[src/rtl/binary_grid_packer_if.sv]
// Pixel-in / row-out bus for the grid packer.
// The slave side is the packer. The master side is the pixel source plus the row consumer.
interface binary_grid_packer_if #(
  parameter int GRID_W = 25
);
  logic              bit_in;
  logic              bit_valid;
  logic              frame_start;
  logic [GRID_W-1:0] row_data;
  logic [4:0]        row_index;
  logic              row_last;
  logic              row_valid;
  logic              row_ready;

  modport slave (
    input  bit_in, bit_valid, frame_start, row_ready,
    output row_data, row_index, row_last, row_valid
  );

  modport master (
    output bit_in, bit_valid, frame_start, row_ready,
    input  row_data, row_index, row_last, row_valid
  );
endinterface

[src/rtl/binary_grid_packer.sv]
// Packs a raster 1-bit pixel stream into GRID_W-bit row words.
// Completed rows are queued in a small FIFO behind a valid/ready port.
// The pixel input has no backpressure: a row that completes while the FIFO is full is dropped.
module binary_grid_packer #(
  parameter int GRID_W     = 25,
  parameter int GRID_H     = 25,
  parameter int FIFO_DEPTH = 4,
  localparam int PW        = $clog2(FIFO_DEPTH),
  localparam int CW        = PW + 1
) (
  input  logic                  clk,
  input  logic                  rst_n,
  binary_grid_packer_if.slave   bus,
  output logic                  frame_done,
  output logic                  overflow,
  output logic [CW-1:0]         fifo_count
);

  typedef struct packed {
    logic [GRID_W-1:0] data;
    logic [4:0]        idx;
    logic              last;
  } row_t;

  logic [4:0]        col_q, col_d, row_q, row_d;
  logic [GRID_W-1:0] word_q, word_d;
  row_t              mem_q [FIFO_DEPTH];
  logic [PW-1:0]     wr_ptr_q, rd_ptr_q;
  logic [CW-1:0]     cnt_q, cnt_d;
  logic              ovf_q, ovf_d, fd_q, fd_d;

  // frame_start resets the grid position for this cycle's bit.
  logic [4:0]        col_eff, row_eff;
  logic [GRID_W-1:0] word_base, word_next;
  logic              row_end, frame_end, push, pop, full, wr, drop;
  row_t              push_entry;

  // Grid position, packing, and FIFO push/pop decisions.
  always_comb begin
    col_eff   = bus.frame_start ? 5'd0 : col_q;
    row_eff   = bus.frame_start ? 5'd0 : row_q;
    word_base = bus.frame_start ? '0 : word_q;
    word_next = word_base;
    word_next[col_eff] = bus.bit_in;
    row_end   = (col_eff == 5'(GRID_W - 1));
    frame_end = row_end && (row_eff == 5'(GRID_H - 1));
    push      = bus.bit_valid && row_end;
    pop       = (cnt_q != '0) && bus.row_ready;
    full      = (cnt_q == CW'(FIFO_DEPTH));
    // When the FIFO is full, a simultaneous pop frees a slot for the push.
    wr        = push && (!full || pop);
    drop      = push && full && !pop;

    push_entry.data = word_next;
    push_entry.idx  = row_eff;
    push_entry.last = (row_eff == 5'(GRID_H - 1));

    col_d  = col_eff;
    row_d  = row_eff;
    word_d = word_base;
    if (bus.bit_valid) begin
      if (row_end) begin
        col_d  = 5'd0;
        word_d = '0;
        row_d  = frame_end ? 5'd0 : 5'(row_eff + 5'd1);
      end else begin
        col_d  = 5'(col_eff + 5'd1);
        word_d = word_next;
      end
    end

    cnt_d = cnt_q + CW'(wr) - CW'(pop);
    // frame_start clears the sticky flag, but a drop in the same cycle still sets it.
    ovf_d = (ovf_q && !bus.frame_start) || drop;
    fd_d  = bus.bit_valid && frame_end;
  end

  // State registers and FIFO storage.
  always_ff @(posedge clk or negedge rst_n) begin
    if (!rst_n) begin
      col_q    <= '0;
      row_q    <= '0;
      word_q   <= '0;
      wr_ptr_q <= '0;
      rd_ptr_q <= '0;
      cnt_q    <= '0;
      ovf_q    <= 1'b0;
      fd_q     <= 1'b0;
      for (int i = 0; i < FIFO_DEPTH; i++) mem_q[i] <= '0;
    end else begin
      col_q  <= col_d;
      row_q  <= row_d;
      word_q <= word_d;
      cnt_q  <= cnt_d;
      ovf_q  <= ovf_d;
      fd_q   <= fd_d;
      if (wr) begin
        mem_q[wr_ptr_q] <= push_entry;
        wr_ptr_q        <= wr_ptr_q + PW'(1);
      end
      if (pop) rd_ptr_q <= rd_ptr_q + PW'(1);
    end
  end

  // The head entry is presented directly from storage. It holds until popped.
  row_t head;
  assign head          = mem_q[rd_ptr_q];
  assign bus.row_valid = (cnt_q != '0);
  assign bus.row_data  = head.data;
  assign bus.row_index = head.idx;
  assign bus.row_last  = head.last;
  assign fifo_count    = cnt_q;
  assign overflow      = ovf_q;
  assign frame_done    = fd_q;

endmodule

[src/flat_wrapper.sv]
// flat-port wrapper written by rule: the top's interface ports become plain ports
module binary_grid_packer_flat 
#(
  parameter int GRID_W     = 25,
  parameter int GRID_H     = 25,
  parameter int FIFO_DEPTH = 4,
  localparam int PW        = $clog2(FIFO_DEPTH),
  localparam int CW        = PW + 1
)
  (clk, rst_n, frame_done, overflow, fifo_count, bus_bit_in, bus_bit_valid, bus_frame_start, bus_row_ready, bus_row_data, bus_row_index, bus_row_last, bus_row_valid);
  binary_grid_packer_if #(.GRID_W(GRID_W)) bus_i ();
  input  logic clk;
  input  logic rst_n;
  output logic frame_done;
  output logic overflow;
  output logic [CW-1:0] fifo_count;
  input wire logic [$bits(bus_i.bit_in)-1:0] bus_bit_in;
  input wire logic [$bits(bus_i.bit_valid)-1:0] bus_bit_valid;
  input wire logic [$bits(bus_i.frame_start)-1:0] bus_frame_start;
  input wire logic [$bits(bus_i.row_ready)-1:0] bus_row_ready;
  output wire logic [$bits(bus_i.row_data)-1:0] bus_row_data;
  output wire logic [$bits(bus_i.row_index)-1:0] bus_row_index;
  output wire logic [$bits(bus_i.row_last)-1:0] bus_row_last;
  output wire logic [$bits(bus_i.row_valid)-1:0] bus_row_valid;
  assign bus_i.bit_in = bus_bit_in;
  assign bus_i.bit_valid = bus_bit_valid;
  assign bus_i.frame_start = bus_frame_start;
  assign bus_i.row_ready = bus_row_ready;
  assign bus_row_data = bus_i.row_data;
  assign bus_row_index = bus_i.row_index;
  assign bus_row_last = bus_i.row_last;
  assign bus_row_valid = bus_i.row_valid;
  binary_grid_packer #(.GRID_W(GRID_W), .GRID_H(GRID_H), .FIFO_DEPTH(FIFO_DEPTH)) u_core (.clk(clk), .rst_n(rst_n), .bus(bus_i), .frame_done(frame_done), .overflow(overflow), .fifo_count(fifo_count));
endmodule
[config.mk]
export PLATFORM = sky130hd
export DESIGN_NAME = binary_grid_packer_flat
export DESIGN_NICKNAME = d
export VERILOG_FILES = /design/src/rtl/binary_grid_packer_if.sv /design/src/rtl/binary_grid_packer.sv /design/src/flat_wrapper.sv
export SDC_FILE = /design/constraint.sdc
export NUM_CORES = 1
export LEC_CHECK = 0
export ABC_AREA = 1
export BUFFER_PORTS_ARGS = -buffer_cell sky130_fd_sc_hd__buf_2
export CAP_MARGIN = 25
export CORE_MARGIN = 8
export CORE_UTILIZATION = 35
export DETAILED_ROUTE_END_ITERATION = 10
export HOLD_SLACK_MARGIN = 0.08
export PLACE_DENSITY = 0.56
export SLEW_MARGIN = 20
export SYNTH_ARGS = -nofsm -noshare
export SYNTH_HDL_FRONTEND = slang
export SYNTH_SLANG_ARGS = --single-unit
[constraint.sdc]
create_clock -name clk -period 2.75 [get_ports clk]
set_clock_uncertainty 0.15 [all_clocks]
set_input_delay 0.1375 -clock clk [delete_from_list [all_inputs] [get_ports clk]]
set_output_delay 0.1375 -clock clk [all_outputs]
set_load 0.005 [all_outputs]
==> Word-level counts from Yosys, hierarchy flattened <==
Index checks and enable logic that the tools add are counted.
{ "word_totals": {"wordCells": 71, "output_inout_bits": 37, "latch_bits": 0, "ramBits": 0, "inputBits": 6, "romBits": 0, "n_memories": 0, "ff_bits": 168} }
{ "classes": {"reduce_logical": 16, "mul": 0, "n_addsub": 6, "div": 0, "mux": 19, "shift": 0, "n_lt_le_gt_ge": 5, "n_bitwise": 2, "eq_ne": 3} }
{ "op_table": {"columns": ["operator", "n"], "rows": [
  ["bitwise mux 124 bit", 1],
  ["two-way mux 31 bit", 3],
  ["two-way mux 25 bit", 3],
  ["binary-select mux 31 bit (select 2 bit)", 1],
  ["demux 31 bit (select 2 bit)", 1],
  ["two-way mux 5 bit", 7],
  ["bitwise mux 25 bit", 1],
  ["adder 5 x 1 -> 5 bit, second input constant", 2],
  ["equality test 5 bit, second input constant", 2],
  ["logical AND 1 bit", 10],
  [">= comparator 3 bit, second input constant", 2],
  ["less-than comparator 5 x 6 -> 1 bit, second input constant", 1],
  ["inverter 2 -> 3 bit", 2],
  ["demux 1 bit (select 5 bit)", 1],
  [">= comparator 5 x 1 -> 1 bit, second input constant", 1],
  ["adder 2 x 1 -> 2 bit, second input constant", 2],
  ["adder 3 x 1 -> 3 bit", 1],
  ["equality test 3 bit, second input constant", 1],
  ["zero test 1 bit", 3],
  ["less-than comparator 3 x 1 -> 1 bit, second input constant", 1],
  ["nonzero test 3 bit", 1],
  ["subtractor 3 x 1 -> 3 bit", 1],
  ["logical OR 1 bit", 2],
  ["two-way mux 1 bit", 1]
]} }

==> Logic depth before layout (Yosys ltp) <==
Gate-level depths: netlist (run 1).
{ "logic_depth": {"depth_word": 8, "ltp_mapped": 13, "ltp_nobuf": 12} }

==> Worst setup path before layout (run 1) <==
OpenSTA, ideal clock, no wires.
{ "synth_path": {"path_kind": "input -> register", "start": "in bus_frame_start", "end": "reg u_core.cnt_q[2], in the netlist u_core.fifo_count[2]", "path_slack_ns": 0.406, "stages": 13, "t_arrival_ns": 2.071, "path_buffers": 2, "setup_ns": 0.123, "required_time_ns": 2.477, "path_cell_list": "buf_6 -> clkbuf_1 -> nor2_1 -> inv_1 -> ha_1 -> nand2_2 -> nor2_4 -> nand3_4 -> inv_1 -> ha_1 -> inv_1 -> fa_1 -> xnor2_1"} }
{ "synth_via": {"elab_chain_len": 6} }
{ "synth_rtl": {"columns": ["item", "line", "rtl"], "rows": [
  ["from (decl)", "flat_wrapper.sv:19", "input wire logic [$bits(bus_i.frame_start)-1:0] bus_frame_start;"],
  ["two-way mux 5 bit", "binary_grid_packer.sv:40", "col_eff = bus.frame_start ? 5'd0 : col_q;"],
  ["equality test 5 bit", "binary_grid_packer.sv:45", "row_end = (col_eff == 5'(GRID_W - 1));"],
  ["logical AND 1 bit", "binary_grid_packer.sv:47", "push = bus.bit_valid && row_end;"],
  ["logical AND 1 bit", "binary_grid_packer.sv:51", "wr = push && (!full || pop);"],
  ["named net u_core.wr", "binary_grid_packer.sv:35", "logic row_end, frame_end, push, pop, full, wr, drop;"],
  ["adder 3 x 1 -> 3 bit", "binary_grid_packer.sv:72", "cnt_d = cnt_q + CW'(wr) - CW'(pop);"],
  ["subtractor 3 x 1 -> 3 bit", "binary_grid_packer.sv:72", null],
  ["named net u_core.cnt_d[2]", "binary_grid_packer.sv:29", "logic [CW-1:0] cnt_q, cnt_d;"],
  ["to (signal assigned)", "binary_grid_packer.sv:94", "cnt_q <= cnt_d;"],
  ["to (decl)", "binary_grid_packer.sv:29", null]
]} }
The timed path passes the listed nets, and every way through them passes these cells.
A chain may end at the register's enable or synchronous reset.

==> Worst setup path after layout (run 1) <==
{ "layout_path": {"start": "in bus_frame_start", "end": "reg u_core.word_q[8]"} }
{ "layout_via": {"elab_chain_len": 8, "elab_cells_between_ends": 11, "cone_classes": "order compare: 2; eq/ne: 1; mux: 7; reduce/logical: 1"} }
{ "layout_rtl": {"columns": ["item", "line", "rtl"], "rows": [
  ["two-way mux 5 bit", "binary_grid_packer.sv:40", null],
  ["less-than comparator 5 x 6 -> 1 bit (implied by the code) or >= comparator 5 x 1 -> 1 bit (tied branches)", "binary_grid_packer.sv:44", "word_next[col_eff] = bus.bit_in;"],
  ["logical AND 1 bit (implied by the code)", "binary_grid_packer.sv:44", null],
  ["two-way mux 1 bit (implied by the code)", "binary_grid_packer.sv:44", null],
  ["demux 1 bit (select 5 bit)", null, null],
  ["bitwise mux 25 bit", "binary_grid_packer.sv:44", null],
  ["two-way mux 25 bit", "binary_grid_packer.sv:62", "if (row_end) begin"],
  ["two-way mux 25 bit (*)", "binary_grid_packer.sv:61", "if (bus.bit_valid) begin"],
  ["named net u_core.word_d[8]", "binary_grid_packer.sv:26", "logic [GRID_W-1:0] word_q, word_d;"],
  ["to (signal assigned)", "binary_grid_packer.sv:93", "word_q <= word_d;"],
  ["to (decl)", "binary_grid_packer.sv:26", null]
]} }
Mark *: on every way through the listed nets, which the timed path passes. The rest lies on a longest branch.

==> results of run 1 <==
cells in the mapped netlist, types with 2 or more instances:
| master | number | area (um2) |
|---|---|---|
| nand2_1 | 525 | 1970 |
| ha_1 | 12 | 150 |
| nor2_4 | 6 | 67.6 |
| xor2_1 | 2 | 17.5 |
| o21ai_0 | 71 | 355 |
| buf_1 | 4 | 15.0 |
| buf_2 | 7 | 35.0 |
| o22ai_1 | 31 | 194 |
| buf_6 | 14 | 158 |
| a21oi_1 | 2 | 10.0 |
| nand4_1 | 29 | 181 |
| inv_1 | 58 | 218 |
| nand3_1 | 32 | 160 |
| xnor2_1 | 2 | 17.5 |
| nor3_1 | 2 | 10.0 |
| buf_4 | 2 | 15.0 |
| nor2_1 | 101 | 379 |
| clkinv_1 | 3 | 11.3 |
| clkbuf_1 | 41 | 154 |
| dfrtp_1 | 168 | 4200 |
area by class of cell:
class	instances	area, um2
fillers	2449	14000
multi-input cells	825	3610
clock inverters	7	118
well taps	319	399
repair buffers	75	537
clock buffers	24	482
flip-flops and latches	168	4210
inverters	62	233
worst max path at each step:
stage                                     endpoint  slack, ns  cells after the start
floorplan           u_core.fifo_count[2]$_DFF_PN0_       0.41                     13
detailed placement      u_core.word_q[0]$_DFF_PN0_       0.43                      9
CTS                    u_core.word_q[11]$_DFF_PN0_       0.25                     10
global route           u_core.word_q[11]$_DFF_PN0_       0.06                     10
finish                  u_core.word_q[8]$_DFF_PN0_       0.24                     10
global placement    u_core.fifo_count[2]$_DFF_PN0_       0.51                     12
placed cells by master, fill, tap and decap left out, drive strengths merged:
cell type	instances
nand2	527
dfrtp	168
nor2	108
o21ai	73
buf	71
inv	60
nand3	34
o22ai	31
nand4	29
clkbuf	24
ha	12
dlygate4sd3	4
bufinv	3
clkinvlp	3
clkinv	3
nor3	2
a21oi	2
xnor2	2
xor2	2
nand3b	1
o21a	1
fa	1
metrics by stage:
| step | worst slack, ns | power [W] |
|---|---|---|
| 3_5_place_dp | 0.432 | 0.00456 |
| 6_report | 0.237 | 0.00695 |
| 3_3_place_gp | 0.505 | 0.00456 |
| 5_1_grt | 0.0590 | 0.00738 |
| 4_1_cts | 0.255 | 0.00706 |
| 2_1_floorplan | 0.406 | 0.00370 |
repair_timing:
| item | in CTS | in global routing |
|---|---|---|
| hold endpoints to repair | 151 | 0 |
| gates resized for setup | 0 | 0 |
| setup buffers | 0 | 0 |
| setup endpoints to repair | 0 | 0 |
| hold buffers | 4 | 0 |
sequential cells by signal (all words and copies together), names as in the netlist:
signal	count
u_core.mem_q	124
u_core.wr_ptr_q	2
u_core.frame_done	1
u_core.word_q	25
u_core.row_q	5
u_core.overflow	1
u_core.col_q	5
u_core.rd_ptr_q	2
u_core.fifo_count	3
power by group:
group | internal [W] | switching (W) | leakage [nW] | total [W]
Clock | 0.00150 | 0.000979 | 0.283 | 0.00248
Combinational | 0.000710 | 0.00120 | 2.55 | 0.00191
Sequential | 0.00252 | 0.0000413 | 2.32 | 0.00256
routing by layer:
metal | wire length (um) | global-route usage, % | up-vias
li1 | - | - | 3557
met1 | 11000 | 22.2 | 3414
met2 | 10800 | 27.0 | 146
met3 | 1040 | 3.43 | 19
met4 | 241 | 4.20 | 0
met5 | 0 | 0 | -
kinds of logic (layout without fill, tap and decap cells):
| group | count (synthesis) | after routing | share of synthesized area, % |
|---|---|---|---|
| and+or+nand+nor | 701 | 701 | 33.6 |
| adders and majority gates | 13 | 13 | 2.02 |
| buffers and inverters | 130 | 168 | 7.23 |
| AOI/OAI and AO/OA | 107 | 107 | 6.89 |
| xor gates and xnor gates | 4 | 4 | 0.416 |
| DFF | 168 | 168 | 49.9 |
==> qor.yml, run 1 <==
cts_num_sinks: 168
drive_above_1_share_pct: 9.73
ff2ff_path_depth: 12
avgSynthCellArea_um2: 7.50
ant_nets: 0
finalCritPeriodShare_pct: 91.4
synth_edf_count: 0
setup.worst_path.start: "bus_frame_start"
yosysWarnings: 0
htreeDepth: 4
clkSlewWorstSetupHoldPaths_ns: 0.07
cts-buffers-inserted: 17
path_delay_family: "buffers and inverters"
cap_viol_max_count: 0
syn2layout_area_growth_pct: 13.8
grt_pass1_wl_um: 38400
synthArstFlopShare_pct: 100
cts_tree: "yes"
slowest_stage: "inv_1"
diodes: 0
io_pins: 43
crit_type: "in -> reg"
core_area_mm2: 0.0235
rrSetupSlack_ns: 0.46
path_buf_inv: 4
fin_nets: 1168
setup_tns_ns: 0
cp-end-kind: "flip-flop"
setup_viol: 0
clockBufferDepth: 2
grt_remaining_overflow: 0
grt_pass1_vias: 7116
max_stage_delay_ns: 0.69
rows: 56
dr.pass1.iters: 5
drc_errors: 0
antenna_found_initial: 0
dp_cells: 1445
final_util_pct: 40.7
finalWirelength_um: 23000
outcome: "complete, no violations"
die_w_um: 171
ys.flop_type: "dfrtp_1"
rsz0062_at_grt: "false"
max_freq_ghz: 0.398
cts-root-buf: "clkbuf_16"
initial_core_util_pct: 35.8
worst-path-max-fanout: 24
vias: 7136
crit_arrival_ns: 2.72
seq_area_frac_synth_pct: 49.9
synth.cell_area_mm2: 0.00843
layout_min_cycle_time_ns: 2.51
vias_per_cell: 4.82
netlist_instances: 1123
r2r-start: "u_core.col_q[1]$_DFF_PN0_"
leakage_nw: 5.15
r2r_end: "u_core.fifo_count[1]$_DFF_PN0_"
hold_viol_final: 0
peakVddDrop_v: 0.000371
wl_per_cell_um: 15.6
gp_congestion: 0.793
final-instance-count-excl-fill: 1480
cpMostUsedCell: "nand2_1"
postPlaceCellArea_mm2: 0.00895
slew_violations: 0
power.density_mw_per_mm2: 725
hold_class: "in -> async"
syn_nets: 1142
grt_max_degree: 73
dp_hpwl_um: 14300
grt_usage_pct: 16.6
dieHeight_um: 171
die-area_mm2: 0.0293
io_buffers: 42
worst_slew_pin_slew_ns: 0.863
finalInstanceArea_mm2: 0.00959
drtIter0Drc: 559
worst_ep_required_time_ns: 2.96
clk_latency_ns: 0.42
path_cells: "dlygate4sd3_1 -> buf_2 -> inv_2 -> nand2_1 -> ha_1 -> nand2_2 -> o21ai_0 -> inv_1 -> nand2_1 -> nand2_1"
worst_setup_path_start_kind: "primary input"
fin_worst_hold_slack_ns: 0.0922
ys_seq_elements: 168
slew_headroom_pct: 42.4
synth_cell_type_count: 31
No activity file was read; power rests on OpenSTA's default activity.
==> run 2, diff against run 1 <==
- CORE_UTILIZATION: 35 -> 45
- PLACE_DENSITY: 0.56 -> 0.68
==> qor.yml, run 2 (synthesized netlist as in run 1, its figures left out) <==
outcome: "complete, no violations"
drive_above_1_share_pct: 9.64  # -0.094 points
cap_viol_max_count: 0  # unchanged
rows: 50  # -11%
switching_share_pct: 32.1  # +0.18 points
drc_errors: 0  # unchanged
leakage_nw: 5.15  # about the same
wl_per_cell_um: 15.1  # -2.7%
core_area_mm2: 0.0185  # -21%
grt_usage_pct: 18.6  # +2.0 points
clockBufferDepth: 2  # unchanged
slowest_stage: "dlygate4sd3_1"
die_w_um: 153  # -11%
die-area_mm2: 0.0234  # -20%
diodes: 0  # unchanged
gp_congestion: 0.825  # +4.0%
clkSlewWorstSetupHoldPaths_ns: 0.07  # about the same
clk_latency_ns: 0.44  # +0.02 ns
peakVddDrop_v: 0.000426  # +15%
pwr-share-clk_pct: 34.0  # -1.6 points
worst-path-max-fanout: 13  # -46%
hold_class: "in -> async"
drtIter0Drc: 669  # +20%
rsz0062_at_grt: "false"
slew_violations: 0  # unchanged
cts_num_sinks: 168  # unchanged
htreeDepth: 4  # unchanged
slew_headroom_pct: 47.2  # +4.8 points
dr.pass1.iters: 5  # unchanged
grt_pass1_wl_um: 35300  # -7.9%
grt_pass1_vias: 6751  # -5.1%
cts_tree: "yes"
final_common_cell: "nand2_1"
grt_remaining_overflow: 0  # unchanged
top_register: "u_core.mem_q"
io_pins: 43  # unchanged
combPwrFrac_pct: 27.5  # about the same
reg_top3: "u_core.mem_q x124, u_core.word_q x25"
worst_setup_path_start_kind: "primary input"
p_seq_share_pct: 38.5  # +1.6 points
vias_per_cell: 5.16  # +7.1%
cpMostUsedCell: "inv_1"
postCtsResizedCells: 0  # unchanged
worst_ep_required_time_ns: 2.98  # +0.02 ns
cp-end-kind: "flip-flop"
setup_tns_ns: 0  # unchanged
syn2layout_area_growth_pct: 12.0
path_buf_inv: 6  # +2
largest_reg_flops: 124  # unchanged
crit_type: "in -> reg"
max_stage_delay_ns: 0.57  # -0.12 ns
path_cells: "dlygate4sd3_1 -> buf_2 -> inv_2 -> nand2_1 -> ha_1 -> nand2_2 -> nor2_4 -> nand3_4 -> inv_1 -> ha_1 -> inv_1 -> fa_1 -> inv_1"
grt_max_degree: 55  # -25%
crit_arrival_ns: 2.65  # -0.07 ns
final_cell_mix: "nand2_1 (525), dfrtp_1 (167), nor2_1 (101), o21ai_0 (71), inv_1 (58)"
vias: 7206  # +0.98%
cts-buffers-inserted: 17  # unchanged
finalCritPeriodShare_pct: 88.1  # -3.3 points
initial_core_util_pct: 45.5  # +9.7 points
fin_nets: 1168  # unchanged
hold_viol_final: 0  # unchanged
dp_hpwl_um: 13100  # -8.4%
dieHeight_um: 153  # -11%
io_buffers: 42  # unchanged
layout_min_cycle_time_ns: 2.42  # -0.0911 ns
ant_nets: 0  # unchanged
p_sw_w: 0.00217  # -2.1%
antenna_found_initial: 1  # +1
max_freq_ghz: 0.413  # +3.8%
intPower_w: 0.00459  # -2.9%
cts-root-buf: "clkbuf_16"
worst_slew_pin_slew_ns: 0.791  # -0.0722 ns
final-instance-count-excl-fill: 1396  # -5.7%
dp_cells: 1359  # -6.0%
path_delay_family: "buffers and inverters"
setup_viol: 0  # unchanged
power.density_mw_per_mm2: 717  # -1.1%
finalWirelength_um: 21100  # -8.3%
## run 2: per-stage QoR
step	worst slack [ns]	hold WS [ns]	power [W]	utilization (%)	area, um2
CTS	0.332	0.0946	0.00684	50.9	9430
floorplan	0.406	-0.308	0.00370	-	8430
global placement	0.522	-0.0158	0.00452	47.6	8820
detailed placement	0.456	-0.0231	0.00453	47.6	8820
global route	0.142	0.133	0.00714	50.9	9430
finish	0.328	0.0700	0.00677	50.9	9430
## run 2: power by group through the flow
| stage | logic (W) | clock network [W] | registers (W) |
|---|---|---|---|
| after global routing | 0.00210 | 0.00244 | 0.00261 |
| after global placement | 0.00187 | 0 | 0.00265 |
| final | 0.00186 | 0.00230 | 0.00261 |
| after CTS | 0.00189 | 0.00234 | 0.00260 |
| after detailed placement | 0.00188 | 0 | 0.00265 |
| after floorplan | 0.00110 | 0 | 0.00260 |
## run 2: area by class of cell
| cell class | instances | area [um2] |
|---|---|---|
| clock buffer | 25 | 495 |
| timing repair buffer | 75 | 527 |
| clock inverter | 7 | 67.6 |
| multi-input combinational | 825 | 3610 |
| fill | 1819 | 9080 |
| tap | 234 | 293 |
| inverter | 62 | 233 |
| sequential | 168 | 4210 |
## run 2: timing repair
action / in CTS / in global routing
endpoints found under the hold margin: 179 / 0
setup buffers: 0 / 0
hold buffers: 5 / 0
## run 2: path summary, 6_finish.rpt
path	end	slack [ns]	cells after the start	from
max in group asynchronous	u_core.word_q[7]$_DFF_PN0_	1.58	3	rst_n
max reg2reg	u_core.fifo_count[1]$_DFF_PN0_	0.46	12	u_core.col_q[1]$_DFF_PN0_
max	u_core.fifo_count[1]$_DFF_PN0_	0.33	13	bus_frame_start
min reg2reg	u_core.mem_q[51]$_DFFE_PN0P_	0.32	2	u_core.mem_q[51]$_DFFE_PN0P_
min	u_core.mem_q[117]$_DFFE_PN0P_	0.07	2	rst_n
min in group clk	u_core.mem_q[123]$_DFFE_PN0P_	0.26	7	bus_bit_in
## run 2: layer usage
metal  GRT usage [%]  share of wire, %  wire (um)  vias to the layer above
li1                -                 -          -                     3566
met1            24.4                46       9730                     3398
met2            29.9                47       9880                      209
met3            3.67               5.5       1160                       31
met4            7.16               1.7        355                        2
met5               0             0.038          8                        -
